File: src/rtl/pcu_pkg.sv
// Shared types for the RV32I pipeline control unit: opcodes, ALU/writeback encodings,
// the per-stage control bundle and the all-zero BUBBLE.
package pcu_pkg;

  localparam logic [6:0] OP_LUI    = 7'h37;
  localparam logic [6:0] OP_AUIPC  = 7'h17;
  localparam logic [6:0] OP_JAL    = 7'h6F;
  localparam logic [6:0] OP_JALR   = 7'h67;
  localparam logic [6:0] OP_BRANCH = 7'h63;
  localparam logic [6:0] OP_LOAD   = 7'h03;
  localparam logic [6:0] OP_STORE  = 7'h23;
  localparam logic [6:0] OP_IMM    = 7'h13;
  localparam logic [6:0] OP_OP     = 7'h33;

  typedef enum logic [3:0] {
    ALU_ADD  = 4'd0,
    ALU_SUB  = 4'd1,
    ALU_SLL  = 4'd2,
    ALU_SLT  = 4'd3,
    ALU_SLTU = 4'd4,
    ALU_XOR  = 4'd5,
    ALU_SRL  = 4'd6,
    ALU_SRA  = 4'd7,
    ALU_OR   = 4'd8,
    ALU_AND  = 4'd9
  } alu_op_e;

  typedef enum logic [2:0] {
    WB_PC4   = 3'd0,
    WB_PCIMM = 3'd1,
    WB_ALU   = 3'd2,
    WB_LOAD  = 3'd3,
    WB_IMM   = 3'd4
  } wb_sel_e;

  typedef struct packed {
    logic       reg_write;
    wb_sel_e    mem_to_reg;
    logic       mem_write;
    logic [2:0] mem_func3;
    logic       alu_src;
    alu_op_e    alu_ctrl;
    logic       is_branch;
    logic [2:0] br_func3;
    logic       is_jal;
    logic       is_jalr;
    logic       is_load;
    logic       illegal;
  } ctrl_bundle_t;

  localparam ctrl_bundle_t BUBBLE = '0;

  // alt selects SUB/SRA; callers decide when func7 is allowed to matter
  function automatic alu_op_e alu_from_f3(input logic [2:0] f3, input logic alt);
    case (f3)
      3'd0:    return alt ? ALU_SUB : ALU_ADD;
      3'd1:    return ALU_SLL;
      3'd2:    return ALU_SLT;
      3'd3:    return ALU_SLTU;
      3'd4:    return ALU_XOR;
      3'd5:    return alt ? ALU_SRA : ALU_SRL;
      3'd6:    return ALU_OR;
      default: return ALU_AND;
    endcase
  endfunction

endpackage

File: src/rtl/pipeline_control_unit_if.sv
// Signal bundle between the datapath (master) and the pipeline control unit (slave).
interface pipeline_control_unit_if #(
  parameter int XLEN_REGS  = 32,
  parameter int ALU_CTRL_W = 4
);
  localparam int REG_W = $clog2(XLEN_REGS);

  logic [6:0]            opcode;
  logic [2:0]            func3;
  logic                  func7;
  logic [REG_W-1:0]      rs1_id;
  logic [REG_W-1:0]      rs2_id;
  logic [REG_W-1:0]      rd_ex;
  logic                  zero;
  logic                  less;

  logic                  alu_src;
  logic [ALU_CTRL_W-1:0] alu_ctrl;
  logic                  pc_sel;
  logic                  pc_src_alu;
  logic                  mem_write;
  logic [2:0]            mem_func3;
  logic                  reg_write;
  logic [2:0]            mem_to_reg;
  logic                  stall;
  logic                  flush;
  logic                  illegal_ex;

  modport master (
    output opcode, func3, func7, rs1_id, rs2_id, rd_ex, zero, less,
    input  alu_src, alu_ctrl, pc_sel, pc_src_alu, mem_write, mem_func3,
           reg_write, mem_to_reg, stall, flush, illegal_ex
  );

  modport slave (
    input  opcode, func3, func7, rs1_id, rs2_id, rd_ex, zero, less,
    output alu_src, alu_ctrl, pc_sel, pc_src_alu, mem_write, mem_func3,
           reg_write, mem_to_reg, stall, flush, illegal_ex
  );
endinterface

File: src/rtl/pcu_decoder.sv
// Combinational ID-stage decode: opcode/func3/func7 -> control bundle and source-register usage.
// Unknown opcodes yield BUBBLE with illegal set and claim no source registers.
module pcu_decoder
  import pcu_pkg::*;
(
  input  logic [6:0]   opcode,
  input  logic [2:0]   func3,
  input  logic         func7,
  output ctrl_bundle_t ctrl,
  output logic         uses_rs1,
  output logic         uses_rs2,
  output logic         illegal
);

  always_comb begin
    ctrl     = BUBBLE;
    uses_rs1 = 1'b1;
    uses_rs2 = 1'b0;
    illegal  = 1'b0;
    case (opcode)
      OP_LUI: begin
        ctrl.reg_write  = 1'b1;
        ctrl.mem_to_reg = WB_IMM;
        ctrl.alu_src    = 1'b1;
        uses_rs1        = 1'b0;
      end
      OP_AUIPC: begin
        ctrl.reg_write  = 1'b1;
        ctrl.mem_to_reg = WB_PCIMM;
        ctrl.alu_src    = 1'b1;
        uses_rs1        = 1'b0;
      end
      OP_JAL: begin
        ctrl.reg_write  = 1'b1;
        ctrl.mem_to_reg = WB_PC4;
        ctrl.is_jal     = 1'b1;
        uses_rs1        = 1'b0;
      end
      OP_JALR: begin
        ctrl.reg_write  = 1'b1;
        ctrl.mem_to_reg = WB_PC4;
        ctrl.alu_src    = 1'b1;
        ctrl.is_jalr    = 1'b1;
      end
      OP_BRANCH: begin
        // BEQ/BNE compare by subtraction, the rest by signed/unsigned set-less-than
        ctrl.is_branch = 1'b1;
        ctrl.br_func3  = func3;
        ctrl.alu_ctrl  = !func3[2] ? ALU_SUB : (func3[1] ? ALU_SLTU : ALU_SLT);
        uses_rs2       = 1'b1;
      end
      OP_LOAD: begin
        ctrl.reg_write  = 1'b1;
        ctrl.mem_to_reg = WB_LOAD;
        ctrl.alu_src    = 1'b1;
        ctrl.is_load    = 1'b1;
        ctrl.mem_func3  = func3;
      end
      OP_STORE: begin
        ctrl.mem_write = 1'b1;
        ctrl.alu_src   = 1'b1;
        ctrl.mem_func3 = func3;
        uses_rs2       = 1'b1;
      end
      OP_IMM: begin
        ctrl.reg_write  = 1'b1;
        ctrl.mem_to_reg = WB_ALU;
        ctrl.alu_src    = 1'b1;
        ctrl.alu_ctrl   = alu_from_f3(func3, func7 && (func3 == 3'd5));
      end
      OP_OP: begin
        ctrl.reg_write  = 1'b1;
        ctrl.mem_to_reg = WB_ALU;
        ctrl.alu_ctrl   = alu_from_f3(func3, func7);
        uses_rs2        = 1'b1;
      end
      default: begin
        illegal  = 1'b1;
        uses_rs1 = 1'b0;
      end
    endcase
  end

endmodule

File: src/rtl/pipeline_control_unit.sv
// Carries the decoded control bundle through ID/EX, EX/MEM and MEM/WB and drives each stage's controls.
// Also raises load-use stalls and branch/jump flushes; a redirect always overrides a stall.
module pipeline_control_unit
  import pcu_pkg::*;
#(
  parameter int XLEN_REGS  = 32,
  parameter int ALU_CTRL_W = 4
) (
  input logic                    clk,
  input logic                    reset,
  pipeline_control_unit_if.slave bus
);

  localparam int REG_W = $clog2(XLEN_REGS);

  ctrl_bundle_t     dec_ctrl;
  ctrl_bundle_t     id_bundle;
  logic             uses_rs1;
  logic             uses_rs2;
  logic             dec_illegal;
  logic [REG_W-1:0] rd_ex;

  ctrl_bundle_t ex_d, ex_q;
  ctrl_bundle_t mem_d, mem_q;
  ctrl_bundle_t wb_d, wb_q;

  logic ex_taken;
  logic redirect;
  logic load_use;

  pcu_decoder u_decoder (
    .opcode   (bus.opcode),
    .func3    (bus.func3),
    .func7    (bus.func7),
    .ctrl     (dec_ctrl),
    .uses_rs1 (uses_rs1),
    .uses_rs2 (uses_rs2),
    .illegal  (dec_illegal)
  );

  assign rd_ex = bus.rd_ex;

  always_comb begin
    id_bundle         = dec_ctrl;
    id_bundle.illegal = dec_illegal;
  end

  always_comb begin
    ex_taken = 1'b0;
    if (ex_q.is_branch) begin
      case (ex_q.br_func3)
        3'b000:  ex_taken = bus.zero;
        3'b001:  ex_taken = !bus.zero;
        3'b100,
        3'b110:  ex_taken = bus.less;
        3'b101,
        3'b111:  ex_taken = !bus.less;
        default: ex_taken = 1'b0;
      endcase
    end
  end

  assign redirect = ex_taken || ex_q.is_jal || ex_q.is_jalr;

  // x0 is hardwired, so a load targeting it never creates a dependency
  assign load_use = ex_q.is_load && (rd_ex != '0) &&
                    ((uses_rs1 && (rd_ex == bus.rs1_id)) ||
                     (uses_rs2 && (rd_ex == bus.rs2_id)));

  always_comb begin
    ex_d  = id_bundle;
    mem_d = ex_q;
    wb_d  = mem_q;
    if (redirect || load_use) begin
      ex_d = BUBBLE;
    end
  end

  always_ff @(posedge clk) begin
    if (!reset) begin
      ex_q  <= BUBBLE;
      mem_q <= BUBBLE;
      wb_q  <= BUBBLE;
    end else begin
      ex_q  <= ex_d;
      mem_q <= mem_d;
      wb_q  <= wb_d;
    end
  end

  assign bus.alu_src    = ex_q.alu_src;
  assign bus.alu_ctrl   = ALU_CTRL_W'(ex_q.alu_ctrl);
  assign bus.pc_sel     = redirect;
  assign bus.pc_src_alu = ex_q.is_jalr;
  assign bus.illegal_ex = ex_q.illegal;
  assign bus.mem_write  = mem_q.mem_write;
  assign bus.mem_func3  = mem_q.mem_func3;
  assign bus.reg_write  = wb_q.reg_write;
  assign bus.mem_to_reg = wb_q.mem_to_reg;
  assign bus.stall      = load_use && !redirect;
  assign bus.flush      = redirect;

  // Only the writeback fields of the last stage drive ports
  logic unused_wb_bits;
  assign unused_wb_bits = ^{wb_q.mem_write, wb_q.mem_func3, wb_q.alu_src, wb_q.alu_ctrl,
                            wb_q.is_branch, wb_q.br_func3, wb_q.is_jal, wb_q.is_jalr,
                            wb_q.is_load, wb_q.illegal};

endmodule
File: src/flat_wrapper.sv
// flat-port wrapper written by rule: the top's interface ports become plain ports
module pipeline_control_unit_flat import pcu_pkg::*;
#(
  parameter int XLEN_REGS  = 32,
  parameter int ALU_CTRL_W = 4
)
  (clk, reset, bus_opcode, bus_func3, bus_func7, bus_rs1_id, bus_rs2_id, bus_rd_ex, bus_zero, bus_less, bus_alu_src, bus_alu_ctrl, bus_pc_sel, bus_pc_src_alu, bus_mem_write, bus_mem_func3, bus_reg_write, bus_mem_to_reg, bus_stall, bus_flush, bus_illegal_ex);
  pipeline_control_unit_if #(.XLEN_REGS(XLEN_REGS), .ALU_CTRL_W(ALU_CTRL_W)) bus_i ();
  input logic clk;
  input logic reset;
  input wire logic [$bits(bus_i.opcode)-1:0] bus_opcode;
  input wire logic [$bits(bus_i.func3)-1:0] bus_func3;
  input wire logic [$bits(bus_i.func7)-1:0] bus_func7;
  input wire logic [$bits(bus_i.rs1_id)-1:0] bus_rs1_id;
  input wire logic [$bits(bus_i.rs2_id)-1:0] bus_rs2_id;
  input wire logic [$bits(bus_i.rd_ex)-1:0] bus_rd_ex;
  input wire logic [$bits(bus_i.zero)-1:0] bus_zero;
  input wire logic [$bits(bus_i.less)-1:0] bus_less;
  output wire logic [$bits(bus_i.alu_src)-1:0] bus_alu_src;
  output wire logic [$bits(bus_i.alu_ctrl)-1:0] bus_alu_ctrl;
  output wire logic [$bits(bus_i.pc_sel)-1:0] bus_pc_sel;
  output wire logic [$bits(bus_i.pc_src_alu)-1:0] bus_pc_src_alu;
  output wire logic [$bits(bus_i.mem_write)-1:0] bus_mem_write;
  output wire logic [$bits(bus_i.mem_func3)-1:0] bus_mem_func3;
  output wire logic [$bits(bus_i.reg_write)-1:0] bus_reg_write;
  output wire logic [$bits(bus_i.mem_to_reg)-1:0] bus_mem_to_reg;
  output wire logic [$bits(bus_i.stall)-1:0] bus_stall;
  output wire logic [$bits(bus_i.flush)-1:0] bus_flush;
  output wire logic [$bits(bus_i.illegal_ex)-1:0] bus_illegal_ex;
  assign bus_i.opcode = bus_opcode;
  assign bus_i.func3 = bus_func3;
  assign bus_i.func7 = bus_func7;
  assign bus_i.rs1_id = bus_rs1_id;
  assign bus_i.rs2_id = bus_rs2_id;
  assign bus_i.rd_ex = bus_rd_ex;
  assign bus_i.zero = bus_zero;
  assign bus_i.less = bus_less;
  assign bus_alu_src = bus_i.alu_src;
  assign bus_alu_ctrl = bus_i.alu_ctrl;
  assign bus_pc_sel = bus_i.pc_sel;
  assign bus_pc_src_alu = bus_i.pc_src_alu;
  assign bus_mem_write = bus_i.mem_write;
  assign bus_mem_func3 = bus_i.mem_func3;
  assign bus_reg_write = bus_i.reg_write;
  assign bus_mem_to_reg = bus_i.mem_to_reg;
  assign bus_stall = bus_i.stall;
  assign bus_flush = bus_i.flush;
  assign bus_illegal_ex = bus_i.illegal_ex;
  pipeline_control_unit #(.XLEN_REGS(XLEN_REGS), .ALU_CTRL_W(ALU_CTRL_W)) u_core (.clk(clk), .reset(reset), .bus(bus_i));
endmodule
File: config.mk
export PLATFORM = sky130hd
export DESIGN_NAME = pipeline_control_unit_flat
export DESIGN_NICKNAME = d
export VERILOG_FILES = /design/src/rtl/pcu_pkg.sv /design/src/rtl/pipeline_control_unit_if.sv /design/src/rtl/pcu_decoder.sv /design/src/rtl/pipeline_control_unit.sv /design/src/flat_wrapper.sv
export SDC_FILE = /design/constraint.sdc
export NUM_CORES = 1
export LEC_CHECK = 0
export CORE_ASPECT_RATIO = 0.75
export CORE_MARGIN = 5
export CORE_UTILIZATION = 48
export DETAILED_ROUTE_END_ITERATION = 6
export GPL_ROUTABILITY_DRIVEN = 0
export PLACE_DENSITY = 0.83
export SYNTH_ARGS = -nofsm -noshare
export SYNTH_HDL_FRONTEND = slang
export SYNTH_SLANG_ARGS = --single-unit
File: constraint.sdc
create_clock -name clk -period 3.7 [get_ports clk]
set_input_delay 0.37 -clock clk [delete_from_list [all_inputs] [get_ports clk]]
set_output_delay 0.37 -clock clk [all_outputs]
set_load 0.005 [all_outputs]
After elaboration in Yosys (flattened, before gate mapping). Cells that the tools add are included.

Output and inout port bits: 18. Input port bits: 30. Flip-flop bits (word level): 33. Word-level logic and storage cells: 92.

Muxes and demuxes: 21. Equal/unequal tests: 22. Bitwise logic cells: 3. Reduce and logical (&&, ||, !) cells: 28.

Operators with widths (number): $pmux W4 S7 (2); $eq A3 B3 Y1 const B (7); $eq A7 B6 Y1 const B (3); $eq A7 B7 Y1 const B (3); $pmux W4 S5 (1); $eq A7 B5 Y1 const B (2); $mux W1 (13); $pmux W4 S3 (1); $reduce_or A2 Y1 (6); $reduce_or A6 Y1 (2); $eq A5 B5 Y1 (2); $reduce_or A3 Y1 (3); $reduce_or A9 Y1 (1); $eq A7 B2 Y1 const B (1); $eq A3 B1 Y1 const B (2); $eq A3 B2 Y1 const B (2); $logic_and A1 B1 Y1 (6); $logic_not A3 Y1 (2); $mux W3 (2); $reduce_bool A5 Y1 (1); $logic_or A1 B1 Y1 (4); $mux W4 (1); $pmux W1 S4 (1); $logic_not A1 Y1 (3); $not A1 Y1 (3).

Longest topological paths before layout. Gate-level depths: netlist of the first run.

Word-level depth: 8. Gate-level depth with buffers: 8. Mapped depth without buffers: 5.

By module. Synthesis of the first run repeated with hierarchy kept, for this count alone.

Cells, all modules: 196. Area total of the unflattened synthesis: 1779.2 sq um.

By module, submodules not included: pipeline_control_unit (area an instance 1363.8 sq um, sequential area each 660.6 sq um, cells an instance 127, instances 1); pcu_decoder (area an instance 415.4 sq um, sequential area each 0.0 sq um, cells an instance 69, instances 1).

Least setup slack after synthesis of the first run. OpenSTA, ideal clock, no wires.

Path type: input to output. From: input bus_opcode[2]. To: output bus_stall. Path slack: 1882 ps. Path buffers: 2. Data required time: 3330 ps. Arrival: 1448 ps. Cell stages on the path: 7. Cells stage by stage: clkbuf_1 nor4bb_1 buf_2 nand3_1 o22ai_1 nand2_1 nor2_1.

Cells in the longest elaborated chain, start to end: 7. Elaborated cells between the ends (all ways): 15. Those cells by class: 6 x eq/ne; 2 x mux; 7 x reduce/logical.

Ends and longest elaborated chain: start, declared (line flat_wrapper.sv:11) `input wire logic [$bits(bus_i.opcode)-1:0] bus_opcode;`; $eq A7 B6 Y1, or another cell as far along (line pcu_decoder.sv:20) `case (opcode)`; $reduce_or A6 Y1 (no source line) or $reduce_or A3 Y1 (tied branches); $mux W1 (line pcu_decoder.sv:20); $logic_and A1 B1 Y1, on equally long branches (line pipeline_control_unit.sv:67, pipeline_control_unit.sv:68); $logic_or A1 B1 Y1 (*) (line pipeline_control_unit.sv:67) `((uses_rs1 && (rd_ex == bus.rs1_id)) ||`; $logic_and A1 B1 Y1 (*) (line pipeline_control_unit.sv:66) `assign load_use = ex_q.is_load && (rd_ex != '0) &&`; $logic_and A1 B1 Y1 (*) (line pipeline_control_unit.sv:100) `assign bus.stall = load_use && !redirect;`; end, declared (line flat_wrapper.sv:27) `output wire logic [$bits(bus_i.stall)-1:0] bus_stall;`.

Every way passes the cells marked *; elsewhere a longest branch is shown, timed or not.

Worst setup path after layout of the first run. Ends and elaborated chain as after synthesis.

==> impl.org, run 1 <==
** Power
- Overall power of the completed layout :: a little under 800 uW
- For this design the static power due to leakage is 0.000726 uW.
- In this run the power density over the cells is 395 mW/mm^2.
- IR analysis of the VDD net gives a maximum drop of 168 uV.

** Timing
- Hold violation total from the final report :: 0
- Dividing the final minimum period by the clock period gives 79.6%.
- Fin Clk Skew :: 0.00368 ns
- Final setup vio count :: 0
- Headroom to the max-slew limit came out at 50.1%.
- The number of max-slew violations in the final report came to 0.
- Setup repair after global routing left no endpoint under its margin.
- Setup tns final :: 0 ns
- Post-layout minimum cycle time :: about 2.9 ns
- Static timing analysis puts the maximum clock frequency at between 300 and 400 MHz.
- For the pin with the worst max-slew slack, the measured transition is 0.744 ns.

** Detailed routing
- Dividing the detail-routed via count by the number of cells gives 5.42.
- Post-route ant nets :: 0
- Number of DRC violations after detailed-routing iteration 0 :: 55
- Iteration count of the initial detailed-routing pass :: 4
- The final layout contains routed wiring with a total length of about 3.4 mm.
- Wire per inst :: 14.5 microns
- The routed layout has 1,278 vias.
- For this run, design rule violations remaining after detail routing come to 0.

** Clocking
- Clock transition time at the flip-flop clock pins of the worst setup and hold paths :: 0.06 ns
- TritonCTS built the clock tree.
- In this run the clock root is driven by a sky130_fd_sc_hd__clkbuf_8.
- Total of cells resized after clock tree synthesis :: 0
- TritonCTS created 5 clock buffers.
- The number of hold buffers added after CTS was 0.
- Clock latency on the worst-skew pair, taken at its later pin, is 0.28 ns.
- Clock buffer depth :: 2
- The H-tree was split into 2 levels.
- Number of sinks driven by the clock tree :: 33
- Buffers inserted during post-CTS setup optimization :: 0

** Floorplanning
- Vertical die dimension :: 57.5 microns
- The die covers 0.00422 sq mm.
- Core Area :: 0.00291 sq mm
- Number of placement rows :: 17
- DIE WIDTH :: 73.3 microns
- Pin placement for this block handled 48 I/O pins.
- Once the floorplan was initialized, standard cells occupied 49.5% of the core.

** Synthesis
- After synthesis, flip-flops and latches occupy 45.8% of the total area.
- Number of register bits inferred by synthesis :: 33
- Counting every net in the synthesized netlist gives 187.
- Xor and xnor fraction of the mapped netlist area :: 6.07%
- Post-synthesis instance total :: roughly 160
- By area, the combinational part of the netlist is dominated by simple AND/OR/NAND/NOR gates.
- Simple-gate portion of the synthesized area :: 29.2%
- The synthesized netlist devotes 11.6% of its cell area to compound gates.
- The synthesized netlist occupies a cell area of 0.00144 sq mm.
- In this run, distinct cell masters in the synthesized netlist total 41.
- For this run, the number of Yosys warnings is 0.
- Multiplexer fraction of the synthesized cell area :: 0%
- Of the total synthesized cell area, the portion taken by full adders, half adders and majority gates is 0%.
- A synthesized cell averages 9.20 sq um.

** Global routing
- Entering global routing, the biggest net connects 17 pins.
- Global Route met1 Usage :: around a fifth
- The number of antenna violations at the first check in global routing was 0.
- Global routing used 17.1% of the available tracks across all layers.
- The global routing stage identified its most utilized layer as met2.
- Global route overflow :: 0
- Met3 usage :: 7.39%
- For met2 alone, demand over resource in global routing was roughly 27%.
- The first global-routing pass estimated 5.44 mm of wire.
- Number of global-route vias before repair :: 1,161

** Cells and area
- Once layout is complete, the utilization of the core stands at between 60 and 70%.
- The area growth from synthesis to layout is 37.9%.
- Largest register FFs :: 14
- Nets :: ~230
- The register with the most flip-flops in the final layout is u_core.ex_q.
- Filler-free cell count of the finished design :: 236
- The repair_antennas step left the layout with diodes totalling 0.
- Fraction of layout instances using a drive strength above 1 :: 6.06%

** Worst setup path
- The slowest stage of the critical path is the sky130_fd_sc_hd__clkdlybuf4s50_1 cell.
- Worst-path maximum fanout :: 10
- Critical Path AT :: 2.58 ns
- Critical path class :: in -> out
- Critical path endpoint category :: primary output
- Worst-path cell chain :: clkdlybuf4s50_1, nor4bb_1, buf_4, nand3_1, o22ai_1, nand2_1, nor2_1, clkdlybuf4s50_1
- Cell type with the highest occurrence count on the critical path :: sky130_fd_sc_hd__clkdlybuf4s50_1
- Startpoint type of the worst setup path :: input pin
- Critical Path Max Stage Delay :: 0.57 ns
- At the worst endpoint, the required time is 3.33 ns.

** Min path
- The worst hold path belongs to the class reg -> reg.

** Place
- Number of cells in the design after placement :: 228
- Post-detail-place hpwl :: 2.56 mm
- Total of buffers placed on input and output ports :: 47

** Flow run
- The tool flagged a number of max-cap violations equal to 0.

** Run status
- The run finished with clean final reports.
==> cells in the mapped netlist <==
cell type / count / share of area (%)
sky130_fd_sc_hd__o31ai_1: 1 / 0.52
sky130_fd_sc_hd__o21ai_0: 2 / 0.69
sky130_fd_sc_hd__buf_6: 1 / 0.78
sky130_fd_sc_hd__a21oi_1: 1 / 0.35
sky130_fd_sc_hd__nand3_1: 7 / 2.4
sky130_fd_sc_hd__a211o_4: 1 / 1.2
sky130_fd_sc_hd__a31oi_1: 1 / 0.43
sky130_fd_sc_hd__nor2_1: 18 / 4.7
sky130_fd_sc_hd__a32oi_1: 1 / 0.61
sky130_fd_sc_hd__a211oi_1: 2 / 1.0
sky130_fd_sc_hd__nand4_1: 3 / 1.3
sky130_fd_sc_hd__nand2_1: 8 / 2.1
sky130_fd_sc_hd__clkbuf_1: 5 / 1.3
sky130_fd_sc_hd__nor4_2: 1 / 0.87
sky130_fd_sc_hd__nor2b_1: 4 / 1.7
sky130_fd_sc_hd__and3_1: 3 / 1.3
sky130_fd_sc_hd__nand4b_1: 1 / 0.61
sky130_fd_sc_hd__o22ai_1: 1 / 0.43
sky130_fd_sc_hd__and3b_1: 2 / 1.2
sky130_fd_sc_hd__inv_1: 3 / 0.78
sky130_fd_sc_hd__a311o_1: 1 / 0.69
sky130_fd_sc_hd__nor4bb_1: 1 / 0.69
sky130_fd_sc_hd__a221o_1: 1 / 0.69
sky130_fd_sc_hd__or4_1: 1 / 0.52
sky130_fd_sc_hd__buf_2: 1 / 0.35
sky130_fd_sc_hd__o211ai_1: 1 / 0.52
sky130_fd_sc_hd__nand2b_1: 2 / 0.87
sky130_fd_sc_hd__a21boi_0: 1 / 0.52
sky130_fd_sc_hd__dfxtp_1: 33 / 46
sky130_fd_sc_hd__buf_4: 8 / 4.2
sky130_fd_sc_hd__a21oi_2: 1 / 0.61
sky130_fd_sc_hd__xnor2_1: 10 / 6.1
sky130_fd_sc_hd__a21o_1: 1 / 0.52
sky130_fd_sc_hd__o21a_1: 3 / 1.6
sky130_fd_sc_hd__nor3_1: 3 / 1.0
sky130_fd_sc_hd__or3_1: 1 / 0.43
sky130_fd_sc_hd__nor4b_2: 1 / 1.0
sky130_fd_sc_hd__o311ai_0: 2 / 1.2
sky130_fd_sc_hd__and2_1: 15 / 6.5
sky130_fd_sc_hd__nor4_1: 3 / 1.3
sky130_fd_sc_hd__nor4b_1: 1 / 0.61
==> metrics by stage <==
step / worst slack (ns) / hold slack, ns / cell area (sq um)
6_report: 0.755 / 0.431 / 1990
5_1_grt: 0.620 / 0.448 / 1990
4_1_cts: 0.810 / 0.437 / 1990
3_5_place_dp: 0.866 / 0.421 / 1870
3_3_place_gp: 0.899 / 0.413 / 1870
2_1_floorplan: 1.88 / 0.412 / 1440
==> cell type report <==
class | count | area [sq um]
clock buffers | 7 | 86.3
clock inverters | 1 | 30.0
fillers | 206 | 923
inverters | 3 | 11.3
multi-input cells | 106 | 677
flip-flops and latches | 33 | 661
well taps | 38 | 47.5
repair buffers | 48 | 478
==> placed cells by master, fill, tap and decap left out, types with 2 or more instances in the layout <==
| cell type | synthesis | final |
|---|---|---|
| sky130_fd_sc_hd__clkdlybuf4s50_1 | 0 | 47 |
| sky130_fd_sc_hd__dfxtp_1 | 33 | 33 |
| sky130_fd_sc_hd__nor2_1 | 18 | 18 |
| sky130_fd_sc_hd__and2_1 | 15 | 15 |
| sky130_fd_sc_hd__xnor2_1 | 10 | 10 |
| sky130_fd_sc_hd__nand2_1 | 8 | 8 |
| sky130_fd_sc_hd__nand3_1 | 7 | 7 |
| sky130_fd_sc_hd__clkbuf_8 | 0 | 6 |
| sky130_fd_sc_hd__nor2b_1 | 4 | 4 |
| sky130_fd_sc_hd__nand4_1 | 3 | 3 |
| sky130_fd_sc_hd__o21a_1 | 3 | 3 |
| sky130_fd_sc_hd__inv_1 | 3 | 3 |
| sky130_fd_sc_hd__nor4_1 | 3 | 3 |
| sky130_fd_sc_hd__and3_1 | 3 | 3 |
| sky130_fd_sc_hd__nor3_1 | 3 | 3 |
| sky130_fd_sc_hd__nand2b_1 | 2 | 2 |
| sky130_fd_sc_hd__o311ai_0 | 2 | 2 |
| sky130_fd_sc_hd__and3b_1 | 2 | 2 |
| sky130_fd_sc_hd__a211oi_1 | 2 | 2 |
| sky130_fd_sc_hd__o21ai_0 | 2 | 2 |
==> kinds of logic after synthesis <==
| group | Yosys count |
|---|---|
| XOR/XNOR | 10 |
| AND/OR/NAND/NOR | 75 |
| flip-flops | 33 |
| buffers and inverters | 18 |
| AO/OA/AOI/OAI | 21 |
==> final timing paths <==
check	startpoint	endpoint	slack, ns	cells past startpoint
min	u_core.ex_q[17]	u_core.mem_q[17]	0.43	1
min reg2reg	u_core.ex_q[17]	u_core.mem_q[17]	0.43	1
max	bus_opcode[2]	bus_stall	0.75	8
max reg2reg	u_core.ex_q[6]	u_core.ex_q[17]	1.52	5
==> per-layer routing <==
layer | part of all wire [%] | vias to the layer above
li1 | - | 617
met3 | 8.2 | 2
met2 | 49 | 59
met4 | 0.64 | 0
met1 | 42 | 600
met5 | 0 | -
==> report_power, final <==
| group | switching (uW) | internal [uW] |
|---|---|---|
| registers | 0.537 | 357 |
| clock network | 122 | 219 |
| logic | 39.5 | 47.5 |
| total | 162 | 624 |
==> critical path, delay by kind of cell <==
kind | cells | cell delay (ns)
buffers and inverters | 3 | 1.28
and+or+nand+nor | 4 | 0.62
AOI/OAI and AO/OA | 1 | 0.30
Power figures use the tool's default switching activity.
==> inputs of run 2 (changes only) <==
- CORE_UTILIZATION: 48 -> 40
- PLACE_DENSITY: 0.83 -> 0.74
- clock period: 3.7 -> 2.6 ns (I/O delays scaled with it)
==> run 2 against run 1 <==
Cell count rose by 3.8%. Non-clock buffer count increased by 7. Clock skew up 0.014 ns. Critical endpoint unchanged. Setup slack lost 0.55 ns. Register-to-register slack worse by 0.81 ns. Critical path type unchanged. Global-route usage decreased by 2.7 points.
==> impl.org, run 2 (synthesis gave the netlist of run 1 again) <==
** Run status
- Outcome :: finished clean

** Worst setup path
- Slowest-stage cell, CP :: sky130_fd_sc_hd__clkdlybuf4s50_1
- Worst setup slack for register-to-register paths :: 0.71 ns (-0.81 ns)
- R2R Path End :: u_core.ex_q[20]
- Worst-path cell chain :: clkdlybuf4s50_1, nor4bb_2, nand3_1, o22ai_1, nand2_1, nor2_1, clkdlybuf4s50_1
- The delay of the slowest cell on the worst path is 0.51 ns (-0.06 ns).
- Critical Path AT :: 2.13 ns (-0.45 ns)
- The data required time of the critical path was 2.34 ns (-0.99 ns).
- Counting stages on the worst path, the most repeated cell is sky130_fd_sc_hd__clkdlybuf4s50_1.
- Category of cells accounting for the largest share of critical-path delay :: buffers and inverters
- Cells on worst reg2reg path :: 5 (unchanged)
- Startpoint of the lowest-slack register-to-register path :: u_core.ex_q[6]
- Critical path class :: in -> out
- Worst-path maximum fanout :: 4 (-6)
- The worst setup path is launched from an input pin.
- Critical path endpoint category :: primary output
- The buffers plus inverters on the worst setup path is 2 (-1).

** Timing
- Dividing the final minimum period by the clock period gives 92.1%.
- The worst path in the final design needs a cycle of approximately 2.4 ns, including I/O delays and setup.
- The count of endpoints failing hold in the final timing report came to 0 (unchanged).
- Fin Clk Skew :: 0.0176 ns (+0.0139 ns)
- Max-Slew Margin vs Limit :: 76.1% (+26 points)
- The number of setup violations in the final report is 0 (unchanged).
- RSZ-0062 raised after global routing :: no
- Final Max Tran Viols :: 0 (unchanged)
- Setup tns final :: 0 ns (unchanged)
- The worst-margin pin slew is 0.355 ns (-0.389 ns).
- Hold slack final :: 0.422 ns (-0.00992 ns)
- Based on the critical path, the design can be clocked at up to 418 MHz.

** Detailed routing
- Post-route ant nets :: 0 (unchanged)
- The starting DRC count in detailed routing came to 73 (+33%).
- The final routed wirelength across all metal layers came to 3.31 mm (-3.1%).
- Number of design rule violations left after detail routing :: 0 (unchanged)
- Mean number of vias per cell :: 5.13 (-5.2%)
- The detailed-route wire length per cell came to 13.5 microns (-6.7%).
- The count of TritonRoute iterations in the first routing pass came to 4 (unchanged).
- Via count :: 1,258 (-1.6%)

** Clocking
- Clock buffer depth :: 2 (unchanged)
- The number of clock sinks is 33 (unchanged).
- The clock transition at the register clock pins on the worst setup and hold paths after CTS was 0.08 ns (+0.02 ns).
- The deepest level of the CTS H-tree was 2 (unchanged).
- The total setup buffers inserted after CTS is 0 (unchanged).
- The clock insertion delay at the later pin of the skew report was 0.29 ns (about the same).
- CTS tree :: done
- The total clock buffers created by CTS came to 5 (unchanged).
- In this run the clock root is driven by a sky130_fd_sc_hd__clkbuf_8.

** Flow run
- Max-cap viol count :: 0 (unchanged)

** Floorplanning
- The number of top-level pins is 48 (unchanged).
- The effective utilization at floorplan is 42.7% (-6.8 points).
- Number of placement rows :: 18 (+1)
- Core Area :: 0.00338 sq mm (+16%)
- The horizontal die dimension is 79.4 microns (+8.2%).
- The full die area was 0.00492 sq mm (+17%).
- The die outline height came to 62.0 microns (+7.9%).

** Place
- Post-detail-place hpwl :: 2.63 mm (+2.6%)
- The port buffer count came to 47 (unchanged).

** Min path
- In this run the most critical hold path is launched from u_core.ex_q[16].
- Capture endpoint of the worst hold path :: u_core.bus.mem_write
- In this run the worst hold path is classified as reg -> reg.
- Instance count along the most critical hold path :: 1 (unchanged)

** Global routing
- The total global routing overflow is 0 (unchanged).
- Global-route wire length before repair :: 5.32 mm (-2.3%)
- In this run the most used layer during global routing was met2.
- The met3 usage in global routing is 5.33% (-2.1 points).
- The largest net degree at the start of global routing is 17 (unchanged).
- The global-route total usage across every layer came to 14.4% (-2.7 points).
- Global Route met1 Usage :: 18.1% (-2.7 points)
- The via count of the first global-routing pass came to 1,165 (+0.34%).
- The number of antenna violations at the first check in global routing was 0 (unchanged).
- The met2 usage in global routing came to 23.1% (-4.1 points).

** Cells and area
- The count of nets after finishing came to 234 (+3.1%).
- Synthesis-to-finish area growth :: 42.1%
- Register ranked first by flip-flop count :: u_core.ex_q
- The flip-flop count of the largest register, all copies and words added came to 14 (unchanged).
- Leading cell type in the layout, fill and taps excluded :: sky130_fd_sc_hd__clkdlybuf4s50_1
- Commonest non-fill, non-tap cells in the layout :: sky130_fd_sc_hd__clkdlybuf4s50_1 (47), sky130_fd_sc_hd__dfxtp_1 (33), sky130_fd_sc_hd__nor2_1 (18), sky130_fd_sc_hd__and2_1 (15), sky130_fd_sc_hd__xnor2_1 (10)
- The utilization after layout came to 60.7% (-7.6 points).
- The number of antenna diodes is 0 (unchanged).
- Fraction of layout instances using a drive strength above 1 :: 9.76% (+3.7 points)

** Power
- Leakage power figure :: 0.000761 uW (+4.8%)
- Pwr Density :: 553 mW/mm^2 (+40%)
- Peak supply drop :: 351 uV (+110%)
- Overall power of the completed layout :: 1140 uW (+44%)
==> run 2: worst max-delay path by stage <==
stage,endpoint,startpoint,depth (start not counted),slack (ns)
after floorplan,u_core.bus.alu_ctrl[2],u_core.ex_q[6],6,0.89
after global placement,bus_stall,bus_opcode[0],7,0.19
after detailed placement,bus_stall,bus_opcode[0],7,0.12
after CTS,bus_stall,bus_opcode[0],7,0.12
after global routing,bus_stall,bus_opcode[0],7,0.04
final,bus_stall,bus_opcode[0],7,0.21
==> run 2: where the power goes <==
group,switching [uW],leakage (uW),internal [uW]
registers,0.820,0.000266,509
clock network,185,0.0000585,312
logic,54.9,0.000436,74.0
total,241,0.000761,895
==> run 2: cell type report <==
cell class | count | area, sq um
Multi-Input combinational cell | 106 | 683
Tap cell | 40 | 50.0
Timing Repair Buffer | 55 | 531
Clock buffer | 7 | 86.3
Clock inverter | 1 | 30.0
Fill cell | 283 | 1330
Inverter | 3 | 11.3
Sequential cell | 33 | 661
==> run 2: timing repair <==
| item | CTS | global route |
|---|---|---|
| hold buffers | 0 | 0 |
| endpoints found under the setup margin | 0 | 1 |
| resized for setup | 0 | 1 |
==> run 2: metal layers <==
| layer | share of wire (%) | vias to the layer above |
|---|---|---|
| met4 | 1.3 | 0 |
| li1 | - | 631 |
| met3 | 7.1 | 6 |
| met2 | 46 | 47 |
| met1 | 46 | 574 |
| met5 | 0 | - |
==> run 2: stage by stage <==
step	setup WS [ns]	cells	instance area [sq um]
2_1_floorplan	0.891	157	1440
3_3_place_gp	0.186	237	1930
3_5_place_dp	0.120	237	1930
4_1_cts	0.123	245	2050
5_1_grt	0.0362	245	2050
6_report	0.206	245	2050
==> inputs of run 3 (changes only) <==
- CORE_UTILIZATION: 40 -> 43
- PLACE_DENSITY: 0.74 -> 0.75
- SYNTH_HIERARCHICAL: not set -> 1
==> run 3 against run 2 <==
Largest cell class unchanged. Critical path depth up 1. Cell area up 15%. Hold slack better by 0.011 ns. Setup slack worse by 0.0027 ns. Sequential cell count unchanged.
==> impl.org, run 3 <==
** Worst setup path
- The worst setup path is captured at a primary output.
- Critical Path AT :: 2.14 ns (about the same)
- The data required time of the critical path came to 2.34 ns (about the same).
- STA classifies the critical path startpoint as an input pin.
- Worst-path maximum fanout :: 6 (+2)
- Critical path class :: in -> out

** Clocking
- Clock tree synthesis selected as its root buffer the cell sky130_fd_sc_hd__clkbuf_8.
- Total of cells resized after clock tree synthesis :: 0 (unchanged)
- The count of hold-fix buffers inserted at cts was 0 (unchanged).
- TritonCTS built the clock tree.
- The deepest level of the CTS H-tree is 2 (unchanged).
- Buffers inserted during post-CTS setup optimization :: 0 (unchanged)
- The maximum buffer depth of the clock tree came to 2 (unchanged).
- The number of clock sinks came to 33 (unchanged).
- TritonCTS Buffers :: 5 (unchanged)
- Source-to-sink clock delay at the later pin of the worst-skew pair :: 0.27 ns (-0.02 ns)
- The clock transition at the register clock pins on the worst setup and hold paths after CTS is 0.06 ns (-0.02 ns).

** Cells and area
- Synthesis-to-finish area growth :: 34.0%
- Fraction of layout instances using a drive strength above 1 :: 17.4% (+7.6 points)
- Largest register FFs :: 14 (unchanged)
- Register ranked first by flip-flop count :: u_core/ex_q
- Antenna cells :: 0 (unchanged)
- The final instance area came to 0.00237 sq mm (+15%).
- The library cells used most frequently in the layout, excluding fill and tap cells, are sky130_fd_sc_hd__clkdlybuf4s50_1 (47), sky130_fd_sc_hd__dfxtp_1 (33), sky130_fd_sc_hd__nand2_1 (27), sky130_fd_sc_hd__a211oi_2 (20), sky130_fd_sc_hd__and2_1 (16).
- Nets :: 265 (+13%)
- The utilization after layout is 59.2% (-1.6 points).
- Leaving out fill and tap cells, the most frequent cell in the layout is sky130_fd_sc_hd__clkdlybuf4s50_1.
- The post-route non-filler standard cell count is 291 (+19%).

** Detailed routing
- Via count :: 1,435 (+14%)
- The final routed wirelength across all metal layers is 3.70 mm (+12%).
- The detailed-route wire length per cell was 12.7 microns (-5.7%).
- The routed via count divided by cell count came to 4.93 (-4.0%).
- Iteration count of the initial detailed-routing pass :: 4 (unchanged)
- The starting DRC count in detailed routing was 101 (+38%).
- The count of unresolved DRC violations after routing is 0 (unchanged).
- The remaining number of nets flagged by the antenna check after routing was 0 (unchanged).

** Synthesis
- The mean post-synth cell area is 9.11 sq um (-0.91%).
- The gate count after technology mapping came to 194 (+24%).
- Yosys warning count :: 6 (+6)
- The number of nets in the synthesized netlist came to 224 (+20%).
- Post-Synthesis Cell Area :: 0.00177 sq mm (+22%)

** Run status
- Outcome :: finished clean

** Place
- The area of placed instances is 0.00225 sq mm (+17%).
- The post-placement cell count came to 283 (+19%).
- Total of buffers placed on input and output ports :: 47 (unchanged)
- Post-detail-place hpwl :: 2.91 mm (+10%)

** Global routing
- M2 GR Usage :: 20.9% (-2.3 points)
- The number of antenna violations at the first check in global routing is 0 (unchanged).
- The via count of the first global-routing pass came to 1,261 (+8.2%).
- The largest net degree at the start of global routing was 24 (+7).
- The first-pass GRT wire length came to 6.13 mm (+15%).
- Global Route met1 Usage :: 19.6% (+1.6 points)
- Overall routing resource usage :: 14.0% (-0.41 points)
- Met3 usage :: 3.38% (-1.9 points)
- Most congested layer reported by global routing :: met2
- The total global routing overflow is 0 (unchanged).

** Floorplanning
- Core Area :: 0.00400 sq mm (+19%)
- # IOs :: 48 (unchanged)
- The die outline height came to 65.5 microns (+5.6%).
- Number of placement rows :: 20 (+2)
- Effective utilization at floorplan :: 44.2% (+1.4 points)
- The horizontal die dimension is 84.0 microns (+5.9%).
- The full die area came to 0.00551 sq mm (+12%).

** Timing
- RSZ-0062 raised after global routing :: no
- Worst-Margin Slew :: 0.484 ns (+0.130 ns)
- The period utilization is 92.2% (+0.10 points).
- The remaining max-slew budget at the tightest pin is 67.4% (-8.6 points).
- Final setup vio count :: 0 (unchanged)
- The total negative slack is 0 ns (unchanged).
- The highest attainable clock frequency came to 417 MHz (-0.11%).
- Final Max Tran Viols :: 0 (unchanged)
- Post-layout minimum cycle time :: 2.40 ns (+0.00266 ns)
- The count of endpoints failing hold in the final timing report is 0 (unchanged).
- Fin Clk Skew :: 0.00624 ns (-0.0113 ns)

** Power
- The total leakage power was 0.000826 uW (+8.6%).
- Pwr Density :: 476 mW/mm^2 (-14%)
- The peak supply drop was 370 uV (+5.4%).

** Flow run
- The number of max-cap violations came to 0 (unchanged).

** Min path
- Path type of the worst min-delay path :: reg -> reg
==> run 3: through the flow <==
step	setup slack, ns	total power (uW)	hold slack, ns
after floorplan	0.992	584	0.386
after global placement	0.149	658	0.414
after detailed placement	0.175	659	0.420
after CTS	0.179	1140	0.435
after global routing	0.0782	1180	0.446
final	0.204	1130	0.432
==> run 3: final timing paths <==
check,endpoint,depth (start not counted),slack (ns),startpoint
max,bus_stall,8,0.20,bus_opcode[5]
min reg2reg,u_core/bus.mem_func3[1],1,0.43,u_core/ex_q[14]
max reg2reg,u_core/ex_q[4],5,0.96,u_core/ex_q[4]
min,u_core/bus.mem_func3[1],1,0.43,u_core/ex_q[14]
==> run 3: power breakdown <==
group	switching [uW]	internal (uW)	leakage, uW	total, uW
registers	0.710	509	0.000266	510
clock network	167	312	0.0000585	479
logic	60.6	78.1	0.000502	139
total	229	899	0.000826	1130
==> run 3: per-layer routing <==
metal | wire length (microns) | vias up
met2 | 1610 | 43
met3 | 222 | 2
met4 | 22 | 0
met5 | 0 | -
li1 | - | 753
met1 | 1850 | 637
==> run 3: area by class of cell <==
class,instances,area [sq um]
Clock inverter,1,30.0
Timing Repair Buffer,58,553
Inverter,3,11.3
Multi-Input combinational cell,134,960
Sequential cell,33,661
Fill cell,370,1630
Clock buffer,7,86.3
Tap cell,55,68.8
==> run 3: critical path, stage by stage <==
cell and delay, ns:
sky130_fd_sc_hd__clkdlybuf4s50_1 0.57, sky130_fd_sc_hd__and3b_1 0.25, sky130_fd_sc_hd__nor2_1 0.05, sky130_fd_sc_hd__nor2_1 0.08, sky130_fd_sc_hd__nand2_1 0.08, sky130_fd_sc_hd__o22ai_2 0.16
sky130_fd_sc_hd__and3b_1 0.17, sky130_fd_sc_hd__clkdlybuf4s50_1 0.51
